File: src/rtl/lion_gate_emitter_if.sv
// Command/gate bundle between a lion-command source and the gate emitter.
// The master side issues commands; the slave side (the emitter) produces the gate waveform.
interface lion_gate_emitter_if;
  logic       cmd_valid;
  logic       cmd_dir;
  logic       cmd_ready;
  logic       g_one;
  logic       g_two;
  logic       busy;
  logic       done;
  logic [3:0] occupancy;

  modport master (
    output cmd_valid, cmd_dir,
    input  cmd_ready, g_one, g_two, busy, done, occupancy
  );

  modport slave (
    input  cmd_valid, cmd_dir,
    output cmd_ready, g_one, g_two, busy, done, occupancy
  );
endinterface

File: src/rtl/lion_gate_emitter.sv
// Turns enter/exit commands into the two-gate light-beam waveform for the lion-cage counter,
// keeping a 4-bit mirror of the count the counter is expected to show.
module lion_gate_emitter #(
  parameter int unsigned DWELL = 4,
  parameter int unsigned GAP   = 4
) (
  input  logic                 clk,
  input  logic                 reset,
  input  logic                 ena,
  lion_gate_emitter_if.slave   bus
);

  typedef enum logic [2:0] {
    S_IDLE = 3'd0,
    S_PH1  = 3'd1,
    S_PH2  = 3'd2,
    S_PH3  = 3'd3,
    S_GAP  = 3'd4
  } state_t;

  localparam logic [7:0] DWELL_LAST = 8'(DWELL - 1);
  localparam logic [7:0] GAP_LAST   = 8'(GAP - 1);

  state_t      state_r;
  logic [7:0]  timer_r;
  logic        dir_r;
  logic        g_one_r;
  logic        g_two_r;
  logic        busy_r;
  logic        done_r;
  logic [3:0]  occ_r;
  logic        phase_end_s;

  // Gate levels {g_one, g_two} for a phase; dir=1 is an exit, which mirrors the enter pattern.
  function automatic logic [1:0] gates(input state_t s, input logic dir);
    logic [1:0] g;
    case (s)
      S_PH1:   g = dir ? 2'b01 : 2'b10;
      S_PH2:   g = 2'b11;
      S_PH3:   g = dir ? 2'b10 : 2'b01;
      default: g = 2'b00;
    endcase
    return g;
  endfunction

  // Phase-end detection: the timer counts 0..LEN-1 in every non-idle state.
  always_comb begin
    phase_end_s = 1'b0;
    if (state_r == S_GAP) begin
      phase_end_s = (timer_r == GAP_LAST);
    end else begin
      phase_end_s = (timer_r == DWELL_LAST);
    end
  end

  // Sequencer: state, timer, registered gate levels, status and occupancy mirror.
  always_ff @(posedge clk) begin
    if (reset) begin
      state_r <= S_IDLE;
      timer_r <= 8'd0;
      dir_r   <= 1'b0;
      g_one_r <= 1'b0;
      g_two_r <= 1'b0;
      busy_r  <= 1'b0;
      done_r  <= 1'b0;
      occ_r   <= 4'd0;
    end else if (!ena) begin
      // Frozen: everything holds, except that a done pulse is never stretched.
      done_r <= 1'b0;
    end else begin
      done_r <= 1'b0;
      case (state_r)
        S_IDLE: begin
          if (bus.cmd_valid) begin
            state_r            <= S_PH1;
            timer_r            <= 8'd0;
            dir_r              <= bus.cmd_dir;
            {g_one_r, g_two_r} <= gates(S_PH1, bus.cmd_dir);
            busy_r             <= 1'b1;
            if (!bus.cmd_dir) begin
              occ_r <= occ_r + 4'd1;
            end
          end
        end
        S_PH1: begin
          if (phase_end_s) begin
            state_r            <= S_PH2;
            timer_r            <= 8'd0;
            {g_one_r, g_two_r} <= gates(S_PH2, dir_r);
          end else begin
            timer_r <= timer_r + 8'd1;
          end
        end
        S_PH2: begin
          if (phase_end_s) begin
            state_r            <= S_PH3;
            timer_r            <= 8'd0;
            {g_one_r, g_two_r} <= gates(S_PH3, dir_r);
          end else begin
            timer_r <= timer_r + 8'd1;
          end
        end
        S_PH3: begin
          if (phase_end_s) begin
            state_r            <= S_GAP;
            timer_r            <= 8'd0;
            {g_one_r, g_two_r} <= 2'b00;
            done_r             <= (GAP_LAST == 8'd0);
            if (dir_r) begin
              occ_r <= occ_r - 4'd1;
            end
          end else begin
            timer_r <= timer_r + 8'd1;
          end
        end
        S_GAP: begin
          if (phase_end_s) begin
            state_r <= S_IDLE;
            timer_r <= 8'd0;
            busy_r  <= 1'b0;
          end else begin
            timer_r <= timer_r + 8'd1;
            done_r  <= ((timer_r + 8'd1) == GAP_LAST);
          end
        end
        default: begin
          state_r            <= S_IDLE;
          timer_r            <= 8'd0;
          {g_one_r, g_two_r} <= 2'b00;
          busy_r             <= 1'b0;
        end
      endcase
    end
  end

  assign bus.cmd_ready = ena & (state_r == S_IDLE);
  assign bus.g_one     = g_one_r;
  assign bus.g_two     = g_two_r;
  assign bus.busy      = busy_r;
  assign bus.done      = done_r;
  assign bus.occupancy = occ_r;

endmodule

File: src/flat_wrapper.sv
// flat-port wrapper written by rule: the top's interface ports become plain ports
module lion_gate_emitter_flat 
#(
  parameter int unsigned DWELL = 4,
  parameter int unsigned GAP   = 4
)
  (clk, reset, ena, bus_cmd_valid, bus_cmd_dir, bus_cmd_ready, bus_g_one, bus_g_two, bus_busy, bus_done, bus_occupancy);
  lion_gate_emitter_if bus_i ();
  input  logic clk;
  input  logic reset;
  input  logic ena;
  input wire logic [$bits(bus_i.cmd_valid)-1:0] bus_cmd_valid;
  input wire logic [$bits(bus_i.cmd_dir)-1:0] bus_cmd_dir;
  output wire logic [$bits(bus_i.cmd_ready)-1:0] bus_cmd_ready;
  output wire logic [$bits(bus_i.g_one)-1:0] bus_g_one;
  output wire logic [$bits(bus_i.g_two)-1:0] bus_g_two;
  output wire logic [$bits(bus_i.busy)-1:0] bus_busy;
  output wire logic [$bits(bus_i.done)-1:0] bus_done;
  output wire logic [$bits(bus_i.occupancy)-1:0] bus_occupancy;
  assign bus_i.cmd_valid = bus_cmd_valid;
  assign bus_i.cmd_dir = bus_cmd_dir;
  assign bus_cmd_ready = bus_i.cmd_ready;
  assign bus_g_one = bus_i.g_one;
  assign bus_g_two = bus_i.g_two;
  assign bus_busy = bus_i.busy;
  assign bus_done = bus_i.done;
  assign bus_occupancy = bus_i.occupancy;
  lion_gate_emitter #(.DWELL(DWELL), .GAP(GAP)) u_core (.clk(clk), .reset(reset), .ena(ena), .bus(bus_i));
endmodule
File: config.mk
export PLATFORM = sky130hd
export DESIGN_NAME = lion_gate_emitter_flat
export DESIGN_NICKNAME = d
export VERILOG_FILES = /design/src/rtl/lion_gate_emitter_if.sv /design/src/rtl/lion_gate_emitter.sv /design/src/flat_wrapper.sv
export SDC_FILE = /design/constraint.sdc
export NUM_CORES = 1
export LEC_CHECK = 0
export ABC_AREA = 1
export CORE_MARGIN = 2
export CORE_UTILIZATION = 55
export DETAILED_ROUTE_END_ITERATION = 8
export PLACE_DENSITY = 0.78
export SLEW_MARGIN = 20
export SYNTH_ARGS = -nofsm -noshare
export SYNTH_HDL_FRONTEND = slang
export SYNTH_SLANG_ARGS = --single-unit
File: constraint.sdc
create_clock -name clk -period 1.7 [get_ports clk]
set_input_delay 0.34 -clock clk [delete_from_list [all_inputs] [get_ports clk]]
set_output_delay 0.34 -clock clk [all_outputs]
set_load 0.02 [all_outputs]
==> flow_summary.json, run 1 <==
{
  "drt_iter0_drc": 30,
  "grt_first_pass_wirelength_um": 4720,
  "critical_path_class": "register to output pin",
  "setup_violations": 0,
  "dr.pass1.iters": 4,
  "io-pin-count": 14,
  "synthCells": 201,
  "arrival_ns": 1.30,
  "worstRegToRegCells": 12,
  "cts_buffers": 3,
  "slowest_delay_ns": 0.62,
  "num_rows": 17,
  "dr_total_vias": 1279,
  "crit_path_end_kind": "output pin",
  "path_cells": "clkdlybuf4s50_1",
  "syn2layout_area_growth_pct": 19.7,
  "grt_overflow": 0,
  "ir_drop_v": 0.00115,
  "ant_nets": 0,
  "yosysSeqAreaShare_pct": 30.7,
  "slew_viol_final": 0,
  "cts.sinks": 20,
  "synth_nets": 212,
  "synth_area_per_cell_um2": 6.49,
  "regToRegEndpoint": "u_core.bus.occupancy[3]",
  "start_kind": "register",
  "synth_top_area_share_pct": 30.7,
  "nets": 236,
  "drive_gt1_share_pct": 16.5,
  "initial_core_util_pct": 58.4,
  "path_buf_inv": 1,
  "drv_cap": 0,
  "clockBufferDepth": 2,
  "final_hold_viol_count": 0,
  "grt_max_degree": 14,
  "via_per_inst": 5.08,
  "fp.dieH_um": 52.7,
  "antenna_found_initial": 0,
  "synthTopCellsByArea": "dfxtp_1, nand2_1, nand3_1",
  "dp_hpwl_um": 2070,
  "p_total_mw": 2.16,
  "clk-insertion-delay-late_ns": 0.30,
  "reg2reg_slack_ns": 0.16,
  "rsz0062_at_grt": "yes",
  "htreeDepth": 1,
  "syn_area_mm2": 0.00130,
  "synth.distinct_cells": 24,
  "slew-limit-headroom_pct": 79.2,
  "portBuffers": 13,
  "worst_pin_slew_ns": 0.310,
  "coreArea_mm2": 0.00223,
  "setup_slack_ns": 0.0594,
  "rr_startpoint": "u_core.state_r[2]",
  "slowest_stage": "clkdlybuf4s50_1",
  "fin_crit_ns": 1.64,
  "wire_per_inst_um": 11.1,
  "p_per_area_mw_per_mm2": 1380,
  "cts_root_buf": "clkbuf_4",
  "clk_pin_slew_ns": 0.12,
  "fp.dieW_um": 52.7,
  "endpoint": "bus_occupancy[2]",
  "path_depth": 1,
  "worst_clock_skew_ns": 0.00633,
  "worst_ep_required_time_ns": 1.36,
  "synth.ff_latch_count": 20,
  "cts_setup_buffers": 0,
  "drt-total-wl_um": 2800,
  "path_max_fanout": 3,
  "synth_top_cell_by_area": "dfxtp_1",
  "drc": 0,
  "finalSetupTns_ns": 0,
  "post-route-period-util_pct": 96.5,
  "grt_util_all_layers_pct": 23.0,
  "power_leakage_nw": 0.762,
  "synth_warnings": 0,
  "grt_pass1_vias": 1194,
  "diodes": 0,
  "gp_congestion": 0.860,
  "crit_start": "u_core.bus.occupancy[2]",
  "cts_tree": "done",
  "pre_cts_slack_ns": -0.254,
  "crit_family": "buffers and inverters",
  "max_freq_mhz": 610,
  "min_path_type": "register to register",
  "status": "finished clean",
  "die_area_mm2": 0.00278
}
## placed cells by master, fill, tap and decap left out, types with 5 or more instances in the layout
| cell type | synthesis | final |
|---|---|---|
| nand2_1 | 51 | 51 |
| nor2_1 | 29 | 29 |
| nand3_1 | 24 | 24 |
| inv_1 | 21 | 21 |
| dfxtp_1 | 20 | 16 |
| a21oi_1 | 15 | 15 |
| clkdlybuf4s50_1 | 0 | 10 |
| buf_4 | 1 | 9 |
| inv_2 | 7 | 7 |
| nand2_2 | 5 | 5 |
| ha_1 | 5 | 5 |
## state kept, by name, indices dropped and copies added (netlist names)
name                  count
u_core.bus.busy           1
u_core.bus.g_two          1
u_core.state_r            3
u_core.dir_r              1
u_core.timer_r            8
u_core.bus.done           1
u_core.bus.g_one          1
u_core.bus.occupancy      4
## stage by stage
stage               hold WS, ns  std cells  utilization (%)  area [um2]
floorplan                 0.457        201                -        1300
detailed placement        0.472        248             67.8        1510
global placement          0.449        248             67.8        1510
CTS                       0.492        252             69.4        1550
finish                    0.488        252             69.9        1560
global route              0.513        252             69.9        1560
## power by group
part	switching [mW]	leakage [nW]	internal (mW)	total, mW
combinational	0.708	0.575	0.473	1.18
clock	0.152	0.0210	0.131	0.283
sequential	0.109	0.165	0.584	0.693
## kinds of logic (layout without fill, tap and decap cells)
| logic type | count (synthesis) | in the layout | share of synthesized area (%) |
|---|---|---|---|
| compound gates | 20 | 20 | 8.54 |
| xor+xnor | 4 | 4 | 2.69 |
| fa+ha+maj | 6 | 6 | 6.33 |
| buf+inv | 32 | 55 | 10.1 |
| flops | 20 | 20 | 30.7 |
| simple gates | 119 | 119 | 41.7 |
## worst min path at each step
| stage | from | end | slack, ns | cells past startpoint |
|---|---|---|---|---|
| floorplan | u_core.timer_r[7] | u_core.timer_r[7] | 0.46 | 2 |
| global placement | u_core.bus.busy | u_core.bus.busy | 0.45 | 2 |
| detailed placement | u_core.bus.busy | u_core.bus.busy | 0.47 | 2 |
| CTS | u_core.bus.busy | u_core.bus.busy | 0.49 | 2 |
| global route | u_core.bus.g_two | u_core.bus.g_two | 0.51 | 2 |
| finish | u_core.bus.busy | u_core.bus.busy | 0.49 | 2 |
## what timing repair did
action	CTS	global route
cloned	0	0
hold buffers	0	0
gates resized for setup	1	10
endpoints found under the hold margin	0	0
setup endpoints to repair	1	6
## cell usage after synthesis
| cell type | n |
|---|---|
| a21oi_1 | 15 |
| buf_4 | 1 |
| buf_6 | 1 |
| clkbuf_1 | 1 |
| clkinv_1 | 1 |
| dfxtp_1 | 20 |
| fa_1 | 1 |
| ha_1 | 5 |
| inv_1 | 21 |
| inv_2 | 7 |
| nand2_1 | 51 |
| nand2_2 | 5 |
| nand2_4 | 1 |
| nand3_1 | 24 |
| nand3_2 | 2 |
| nand3b_1 | 1 |
| nand4_1 | 3 |
| nor2_1 | 29 |
| nor2_4 | 3 |
| o21ai_0 | 1 |
| o21ai_1 | 3 |
| o21ai_4 | 1 |
| xnor2_1 | 2 |
| xor2_1 | 2 |
## layer usage
layer	part of all wire (%)	up-vias	track usage (%)	wire length [um]
li1	-	679	-	-
met1	47	574	27.5	1310
met2	49	22	39.4	1370
met3	2.9	4	2.86	82
met4	1.1	0	12.4	32
met5	0	-	0	0
## layout make-up
class,instances,area [um2]
timing repair buffer,22,198
tap,28,35.0
sequential,20,410
fill,211,673
clock buffer,4,36.3
inverter,29,109
multi-input combinational,149,772
Power figures use the tool's default switching activity.
==> run 2, diff against run 1 <==
==> constraint.sdc (replaced) <==
create_clock -name clk -period 1.8 [get_ports clk]
set_input_delay 0.36 -clock clk [delete_from_list [all_inputs] [get_ports clk]]
set_output_delay 0.36 -clock clk [all_outputs]
set_load 0.02 [all_outputs]
==> run 2 against run 1 <==
Sequential cell count stayed put. Sequential share of layout area barely moved. First-iteration DRC count fell by 27%. Clock power grew 34%. Critical endpoint is now bus_occupancy[1]. Register-to-register slack better by 0.06 ns. Critical path type unchanged. Global-route usage is 0.92 points lower. Setup slack improved by 0.034 ns. Design area down 1.6%.
==> flow_summary.json, run 2 (synthesized netlist as in run 1, its figures left out) <==
{
  "cts_tree": "done",
  "dr_total_vias": 1256,
  "start_kind": "register",
  "multi_input_area_um2": 772,
  "fp.dieH_um": 52.7,
  "initial_core_util_pct": 58.4,
  "critical_path_class": "register to output pin",
  "fp.dieW_um": 52.7,
  "grt_util_all_layers_pct": 22.0,
  "max_freq_mhz": 586,
  "post-route-period-util_pct": 94.8,
  "diodes": 0,
  "setup_violations": 0,
  "num_rows": 17,
  "clk_pin_slew_ns": 0.12,
  "syn2layout_area_growth_pct": 17.8,
  "path_cells": "clkdlybuf4s50_1",
  "die_area_mm2": 0.00278,
  "slowest_stage": "clkdlybuf4s50_1",
  "slew-limit-headroom_pct": 80.0,
  "drt-total-wl_um": 2660,
  "largest_register": "u_core.timer_r",
  "arrival_ns": 1.35,
  "drt_iter0_drc": 22,
  "gp_congestion": 0.874,
  "cts_setup_buffers": 0,
  "final_util_pct": 68.7,
  "clockBufferDepth": 2,
  "worst_pin_slew_ns": 0.299,
  "nets": 232,
  "grt_pass1_vias": 1162,
  "status": "finished clean",
  "fin_crit_ns": 1.71,
  "cts.sinks": 20,
  "cts_root_buf": "clkbuf_4",
  "drc": 0,
  "path_buf_inv": 1,
  "min_path_type": "register to register",
  "fillerInstances": 198,
  "postCtsHoldBufs": 0,
  "path_max_fanout": 4,
  "crit_family": "buffers and inverters",
  "ir_drop_v": 0.000951,
  "cts_buffers": 3,
  "final_cell_mix": "nand2_1, nor2_1, nand3_1, inv_1, dfxtp_1",
  "portBuffers": 13,
  "dp_hpwl_um": 2000,
  "dr.pass1.iters": 5,
  "io-pin-count": 14,
  "seq_area_um2": 404,
  "via_per_inst": 5.06,
  "holdWs_ns": 0.495,
  "crit_path_end_kind": "output pin",
  "worst_ep_required_time_ns": 1.44,
  "grt_max_degree": 14,
  "clk-insertion-delay-late_ns": 0.31,
  "rsz0062_at_grt": "no",
  "drv_cap": 0,
  "wire_per_inst_um": 10.7,
  "drive_gt1_share_pct": 14.5,
  "power_leakage_nw": 0.715,
  "ant_nets": 0,
  "htreeDepth": 1,
  "setup_slack_ns": 0.0933,
  "slew_viol_final": 0,
  "worst_clock_skew_ns": 0.000957,
  "antenna_found_initial": 0,
  "placed_cell_area_mm2": 0.00148,
  "design_area_mm2": 0.00154,
  "final_common_cell": "nand2_1",
  "slowest_delay_ns": 0.63,
  "post_cts_resized": 1,
  "largest_reg_flops": 8,
  "grt_overflow": 0,
  "p_per_area_mw_per_mm2": 1360,
  "grt_first_pass_wirelength_um": 4590,
  "pre_cts_slack_ns": -0.189,
  "final_hold_viol_count": 0,
  "coreArea_mm2": 0.00223
}
==> run 2: layout make-up <==
| cell class | count | area share, % |
|---|---|---|
| Clock buffer | 3 | 1.47 |
| Clock inverter | 1 | 1.96 |
| Inverter | 29 | 7.09 |
| Multi-Input combinational cell | 149 | 50.3 |
| Sequential cell | 20 | 26.3 |
| Tap cell | 28 | 2.28 |
| Timing Repair Buffer | 18 | 10.6 |
==> run 2: power breakdown <==
part           internal (mW)  switching (mW)  leakage (nW)  total (mW)
logic                  0.410           0.652         0.523        1.06
clock network          0.225           0.153        0.0279       0.378
registers              0.544           0.100         0.164       0.644
total                   1.18           0.905         0.715        2.08
==> run 2: path summary, 6_finish.rpt <==
path	slack (ns)	from	depth (start not counted)	endpoint
max	0.09	u_core.bus.occupancy[1]	1	bus_occupancy[1]
min	0.49	u_core.bus.busy	2	u_core.bus.busy
max reg2reg	0.22	u_core.state_r[2]	12	u_core.bus.occupancy[3]
min reg2reg	0.49	u_core.bus.busy	2	u_core.bus.busy
==> run 2: per-stage QoR <==
stage / power, mW / setup TNS, ns / std cells
2_1_floorplan: 1.43 / 0 / 201
3_3_place_gp: 1.69 / -0.177 / 244
3_5_place_dp: 1.71 / -0.189 / 244
4_1_cts: 2.09 / 0 / 248
5_1_grt: 2.26 / 0 / 248
6_report: 2.08 / 0 / 248
==> run 2: layer usage <==
layer | wire length (um) | track usage, %
met5 | 0 | 0
met3 | 45 | 3.14
met1 | 1300 | 27.8
met2 | 1270 | 37.1
met4 | 42 | 9.40
